===== src/rtl/dpwm_duty_comparator.sv =====
// DPWM duty comparator: compares the upstream coarse count against a shadowed duty
// and drives a registered PWM output plus a period-start strobe.
module dpwm_duty_comparator #(
  parameter int N = 2
) (
  input  logic         clk,
  input  logic         rst,
  input  logic [N-1:0] Count,
  input  logic         enable,
  input  logic [N:0]   duty_in,
  input  logic         duty_valid,
  output logic         duty_ready,
  output logic [N:0]   duty_active,
  output logic         pwm_out,
  output logic         period_start
);

  localparam logic [N:0] DUTY_MAX = {1'b1, {N{1'b0}}};

  logic         wrap;
  logic         xfer;
  logic         pending_full;
  logic [N:0]   pending;
  logic [N:0]   duty_clamped;

  assign wrap         = &Count;
  assign duty_ready   = rst & (~pending_full | wrap);
  assign xfer         = duty_valid & duty_ready;
  assign duty_clamped = (duty_in > DUTY_MAX) ? DUTY_MAX : duty_in;

  // The pending slot frees up on the wrap it drains into duty_active, so a
  // command offered on that same cycle is accepted without a bubble.
  always_ff @(posedge clk or negedge rst) begin
    if (!rst) begin
      pending      <= '0;
      pending_full <= 1'b0;
      duty_active  <= '0;
      pwm_out      <= 1'b0;
      period_start <= 1'b0;
    end else begin
      if (wrap && pending_full) begin
        duty_active  <= pending;
        pending_full <= xfer;
        if (xfer) begin
          pending <= duty_clamped;
        end
      end else if (xfer) begin
        pending      <= duty_clamped;
        pending_full <= 1'b1;
      end
      pwm_out      <= enable & ({1'b0, Count} < duty_active);
      period_start <= (Count == '0);
    end
  end

endmodule


===== config.mk =====
export PLATFORM = sky130hd
export DESIGN_NAME = dpwm_duty_comparator
export DESIGN_NICKNAME = d
export VERILOG_FILES = /design/src/rtl/dpwm_duty_comparator.sv
export SDC_FILE = /design/constraint.sdc
export NUM_CORES = 1
export LEC_CHECK = 0
export ABC_AREA = 1
export BUFFER_PORTS_ARGS = -buffer_cell sky130_fd_sc_hd__buf_2
export CORE_AREA = 2 2 39 41
export CTS_BUF_LIST = sky130_fd_sc_hd__clkbuf_4 sky130_fd_sc_hd__clkbuf_8
export DETAILED_ROUTE_END_ITERATION = 6
export DIE_AREA = 0 0 41 43
export PLACE_DENSITY_LB_ADDON = 0.05
export SLEW_MARGIN = 30
export SYNTH_ARGS = -nofsm -noshare
export SYNTH_HDL_FRONTEND = slang
export SYNTH_SLANG_ARGS = --single-unit

===== constraint.sdc =====
create_clock -name clk -period 1.3 [get_ports clk]
set_input_delay 0.13 -clock clk [delete_from_list [all_inputs] [get_ports clk]]
set_output_delay 0.13 -clock clk [all_outputs]
set_load 0.005 [all_outputs]

==> results of run 1 <==
cell usage after synthesis, drive strengths merged:
| master | instances | area share, % |
|---|---|---|
| a21boi | 1 | 1.9 |
| a21oi | 2 | 2.5 |
| dfrtp | 9 | 56 |
| ha | 1 | 3.1 |
| inv | 7 | 6.6 |
| nand2 | 13 | 13 |
| nand3 | 3 | 5.0 |
| nand4 | 3 | 4.7 |
| nor2 | 6 | 5.6 |
| o21ai | 1 | 1.3 |
state kept, by name, summed over array words and instances (netlist names):
signal        count
pwm_out           1
pending           3
pending_full      1
duty_active       3
period_start      1
critical path, cell delays in order:
cell	delay [ns]
dlygate4sd3_1	0.54
buf_6	0.13
a21boi_1	0.14
buf_2	0.12
where the power goes:
group          internal (µW)  leakage, µW  total (µW)  switching [µW]
clock                    139    0.0000184         230            91.1
sequential               342     0.000112         372            30.1
combinational           87.3     0.000182         185            98.2
per-stage QoR:
| step | setup WS, ns | power, µW | cell area, µm² |
|---|---|---|---|
| final | 0.103 | 788 | 543 |
| after CTS | 0.00794 | 809 | 537 |
| after global routing | 0.0143 | 861 | 543 |
| after floorplan | 0.392 | 476 | 399 |
| after detailed placement | 0.372 | 563 | 497 |
| after global placement | 0.397 | 563 | 497 |
what timing repair did:
| action | 4_1_cts | 5_1_grt |
|---|---|---|
| gates resized for setup | 0 | 4 |
| endpoints found under the setup margin | 0 | 1 |
| setup buffers | 0 | 0 |
| endpoints found under the hold margin | 9 | 0 |
| hold buffers | 1 | 0 |
cell type report:
cell class | instances | area (µm²) | share of cell area (%)
timing repair buffer | 16 | 93.8 | 17.3
clock buffer | 4 | 30.0 | 5.53
sequential | 9 | 225 | 41.5
tap | 16 | 20.0 | 3.69
inverter | 7 | 26.3 | 4.84
multi-input combinational | 30 | 148 | 27.2
metal layers:
metal  routed length (µm)  part of all wire (%)
met1                  354                    47
met2                  345                    46
met3                   57                   7.5
met4                    0                     0
met5                    0                     0
cell families after synthesis:
logic type,synth area share (%)
AO/OA/AOI/OAI,5.64
AND/OR/NAND/NOR,28.2
flip-flops,56.4
buffers and inverters,6.58
adder cells (fa/ha/maj),3.13
path summary, 6_finish.rpt:
| kind | startpoint | endpoint | slack [ns] |
|---|---|---|---|
| max | rst | duty_ready | 0.10 |
| min | Count[0] | period_start | 0.06 |
| max reg2reg | duty_active[1] | pwm_out | 0.37 |
| min reg2reg | pending[2] | pending[2] | 0.48 |
| max in group asynchronous | rst | pending[2] | 0.80 |
| min in group asynchronous | rst | pending_full | 0.22 |
==> impl_metrics.json, run 1 <==
{
  "root_buffer": "clkbuf_4",
  "drcViolationCount": 0,
  "fin_tns_setup_ns": 0,
  "critPathArrivalTime_ns": 1.07,
  "routed_wl_um": 758,
  "use_met2_pct": 15.6,
  "syn_inst": 46,
  "min_path_cells": 2,
  "cts_buffers": 3,
  "rsz0062_at_grt": "no",
  "syn_area_um2": 399,
  "max_cap_viol_count": 0,
  "track_usage_pct": 11.3,
  "setup_viol": 0,
  "crit_type": "in -> out",
  "finalCriticalPeriod_ns": 1.20,
  "worst-path-max-fanout": 8,
  "maxSlewViolCount": 0,
  "ios": 15,
  "layout_common_cells": "buf_2 (13), nand2_1 (12), dfrtp_1 (9), inv_1 (7), nor2_1 (6)",
  "n_antenna_cell": 0,
  "worst_pin_slew_ns": 0.212,
  "syn2layout_area_growth_pct": 36.1,
  "layout-drive-gt1-share_pct": 31.8,
  "rr_worst_depth": 5,
  "grt_pass1_wl_mm": 1.30,
  "synth_cell_type_count": 12,
  "status": "finished, final reports clean",
  "dr.pass1.iters": 3,
  "clk_path_buf_depth": 2,
  "die-width_um": 41,
  "layout.cells.non_filler": 82,
  "gp_congestion": 0.614,
  "grt_pass1_vias": 336,
  "hold_viol": 0,
  "avgViaCountPerCell": 4.16,
  "met3_usage_pct": 3.14,
  "p_leak_uw": 0.000312,
  "fin_skew_ns": 0.000395,
  "utilization_pct": 39.2,
  "grt_overflow": 0,
  "ys_warn_count": 0,
  "initial_core_util_pct": 28.8,
  "drt_iter0_markers": 2,
  "dp_cells": 77,
  "die_h_um": 43,
  "clock.fmax_ghz": 0.835,
  "fillers": 156,
  "detail-route-antenna-nets": 0,
  "ys_ff_latch": 9,
  "portBuffers": 14,
  "grt-busiest-layer": "met2",
  "antenna_found_initial": 0,
  "cts_num_sinks": 9,
  "use_met1_pct": 14.3,
  "start_kind": "input pin",
  "pwr_density_cell_mw_per_mm2": 1450,
  "syn-num-nets": 56,
  "clock_latency_ns": 0.25,
  "max_slew_margin_pct": 85.8,
  "die_area_mm2": 0.00176,
  "ir_drop_uv": 544,
  "mostFrequentLayoutCell": "buf_2",
  "hpwl_um": 618,
  "synth_area_per_cell_um2": 8.68,
  "grt_max_degree": 9,
  "yosysSeqAreaShare_pct": 56.4,
  "routedWlPerCell_um": 9.24,
  "hold_class": "in -> reg",
  "path_clk_slew_ns": 0.06,
  "finalCritPeriodShare_pct": 92.1,
  "whs_ns": 0.0608,
  "dr_total_vias": 341,
  "cts_max_level": 1,
  "num-nets-final": 77,
  "cts_tree": "built",
  "crit_path_end_kind": "output pin",
  "cp.required_ns": 1.17,
  "core_mm2": 0.00138,
  "num_rows": 14
}
No activity file was read; power rests on OpenSTA's default activity.
==> run 2, diff against run 1 <==
CTS_CLUSTER_SIZE = 16   (was not set)
clock period = 1.1 ns   (was 1.3 ns; I/O delays follow)
==> impl_metrics.json, run 2 (synthesis gave the netlist of run 1 again) <==
{
  "status": "finished, final reports clean",
  "finalCritPeriodShare_pct": 94.1,
  "drt_iter0_markers": 2,
  "critPathBufInv": 1,
  "crit_type": "reg -> out",
  "critPathArrivalTime_ns": 0.92,
  "grt_overflow": 0,
  "fin_skew_ns": 0.00646,
  "cts_buffers": 3,
  "cp.required_ns": 0.99,
  "grt_max_degree": 8,
  "cts_num_sinks": 9,
  "drcViolationCount": 0,
  "slowest_delay_ns": 0.40,
  "layout.cells.non_filler": 82,
  "routedWlPerCell_um": 9.52,
  "num_rows": 14,
  "die-width_um": 41,
  "path_clk_slew_ns": 0.06,
  "antenna_found_initial": 0,
  "pwr_density_cell_mw_per_mm2": 1740,
  "clock_latency_ns": 0.26,
  "layout-drive-gt1-share_pct": 31.8,
  "core_mm2": 0.00138,
  "layout_common_cells": "buf_2 (14), nand2_1 (12), dfrtp_1 (9), inv_1 (7), nor2_1 (6)",
  "initial_core_util_pct": 28.8,
  "track_usage_pct": 11.2,
  "root_buffer": "clkbuf_4",
  "worst_pin_slew_ns": 0.223,
  "cts_tree": "built",
  "syn2layout_area_growth_pct": 34.5,
  "maxSlewViolCount": 0,
  "dp_cells": 77,
  "max_cap_viol_count": 0,
  "die_h_um": 43,
  "grt_pass1_vias": 319,
  "clock.fmax_ghz": 0.966,
  "crit_family": "flip-flops",
  "grt_pass1_wl_mm": 1.30,
  "p_leak_uw": 0.000310,
  "gp_congestion": 0.581,
  "dr.pass1.iters": 2,
  "finalCriticalPeriod_ns": 1.03,
  "rsz0062_at_grt": "no",
  "max_slew_margin_pct": 85.1,
  "mostFrequentLayoutCell": "buf_2",
  "reg_top3": "duty_active (3), pending (3)",
  "hold_viol": 0,
  "worst-path-max-fanout": 3,
  "ios": 15,
  "avgViaCountPerCell": 4.29,
  "hold_class": "in -> reg",
  "die_area_mm2": 0.00176,
  "detail-route-antenna-nets": 0,
  "dr_total_vias": 352,
  "fin_tns_setup_ns": 0,
  "start_kind": "flip-flop",
  "crit_path_end_kind": "output pin",
  "hpwl_um": 618,
  "clk_path_buf_depth": 2,
  "num-nets-final": 77,
  "postCtsSetupRepairBufs": 0,
  "setup_viol": 0,
  "cpMaxStageDelayCell": "dfrtp_1",
  "routed_wl_um": 781,
  "ir_drop_uv": 663,
  "cts_max_level": 1,
  "crit_chain": "a21boi_1 -> buf_2",
  "n_antenna_cell": 0,
  "portBuffers": 14
}
## run 2: final timing paths
kind / to / slack (ns) / startpoint / cells past startpoint
worst min-delay path: period_start / 0.04 / Count[0] / 2
worst min register to register: pending[2] / 0.47 / pending[2] / 2
worst max register to register: pwm_out / 0.18 / duty_active[1] / 5
max in group asynchronous: duty_active[2] / 0.50 / rst / 3
worst max-delay path: duty_ready / 0.07 / pending_full / 2
min in group asynchronous: pending_full / 0.27 / rst / 2
## run 2: cell type report
class | instances | area (µm²)
clock buffers | 4 | 30.0
fillers | 153 | 847
inverters | 7 | 26.3
multi-input cells | 30 | 148
flip-flops and latches | 9 | 225
well taps | 16 | 20.0
repair buffers | 16 | 87.6
## run 2: routing by layer
layer / vias to the layer above / GRT usage [%] / share of wire (%)
li1: 186 / - / -
met1: 154 / 14.9 / 44
met2: 12 / 15.0 / 47
met3: 0 / 3.14 / 9.1
met4: 0 / 8.00 / 0
met5: - / 0 / 0
## run 2: power by group
group	switching [µW]	leakage, µW	internal (µW)
clock	114	0.0000184	164
sequential	35.7	0.000112	404
combinational	114	0.000180	101
total	264	0.000310	669
## run 2: through the flow
stage / hold slack [ns] / setup WS (ns) / util (%) / power [µW] / instance area, µm²
2_1_floorplan: -0.186 / 0.192 / - / 562 / 399
3_3_place_gp: -0.0528 / 0.198 / 35.9 / 665 / 497
3_5_place_dp: -0.0559 / 0.175 / 35.9 / 665 / 497
4_1_cts: 0.0299 / 0.0284 / 38.8 / 948 / 537
5_1_grt: 0.0438 / 0.0234 / 38.8 / 1010 / 537
6_report: 0.0364 / 0.0651 / 38.8 / 934 / 537
## run 2: repair_timing
action	in CTS	in global routing
endpoints found under the setup margin	0	1
endpoints found under the hold margin	9	0
hold buffers	1	0
resized for setup	0	1
## run 2: worst register-to-register path, delay by kind of cell, from the launching register on
family                     cells  cell delay (ns)
DFF                            1             0.37
adders and majority gates      1             0.22
and+or+nand+nor                3             0.21
buffers and inverters          1             0.07
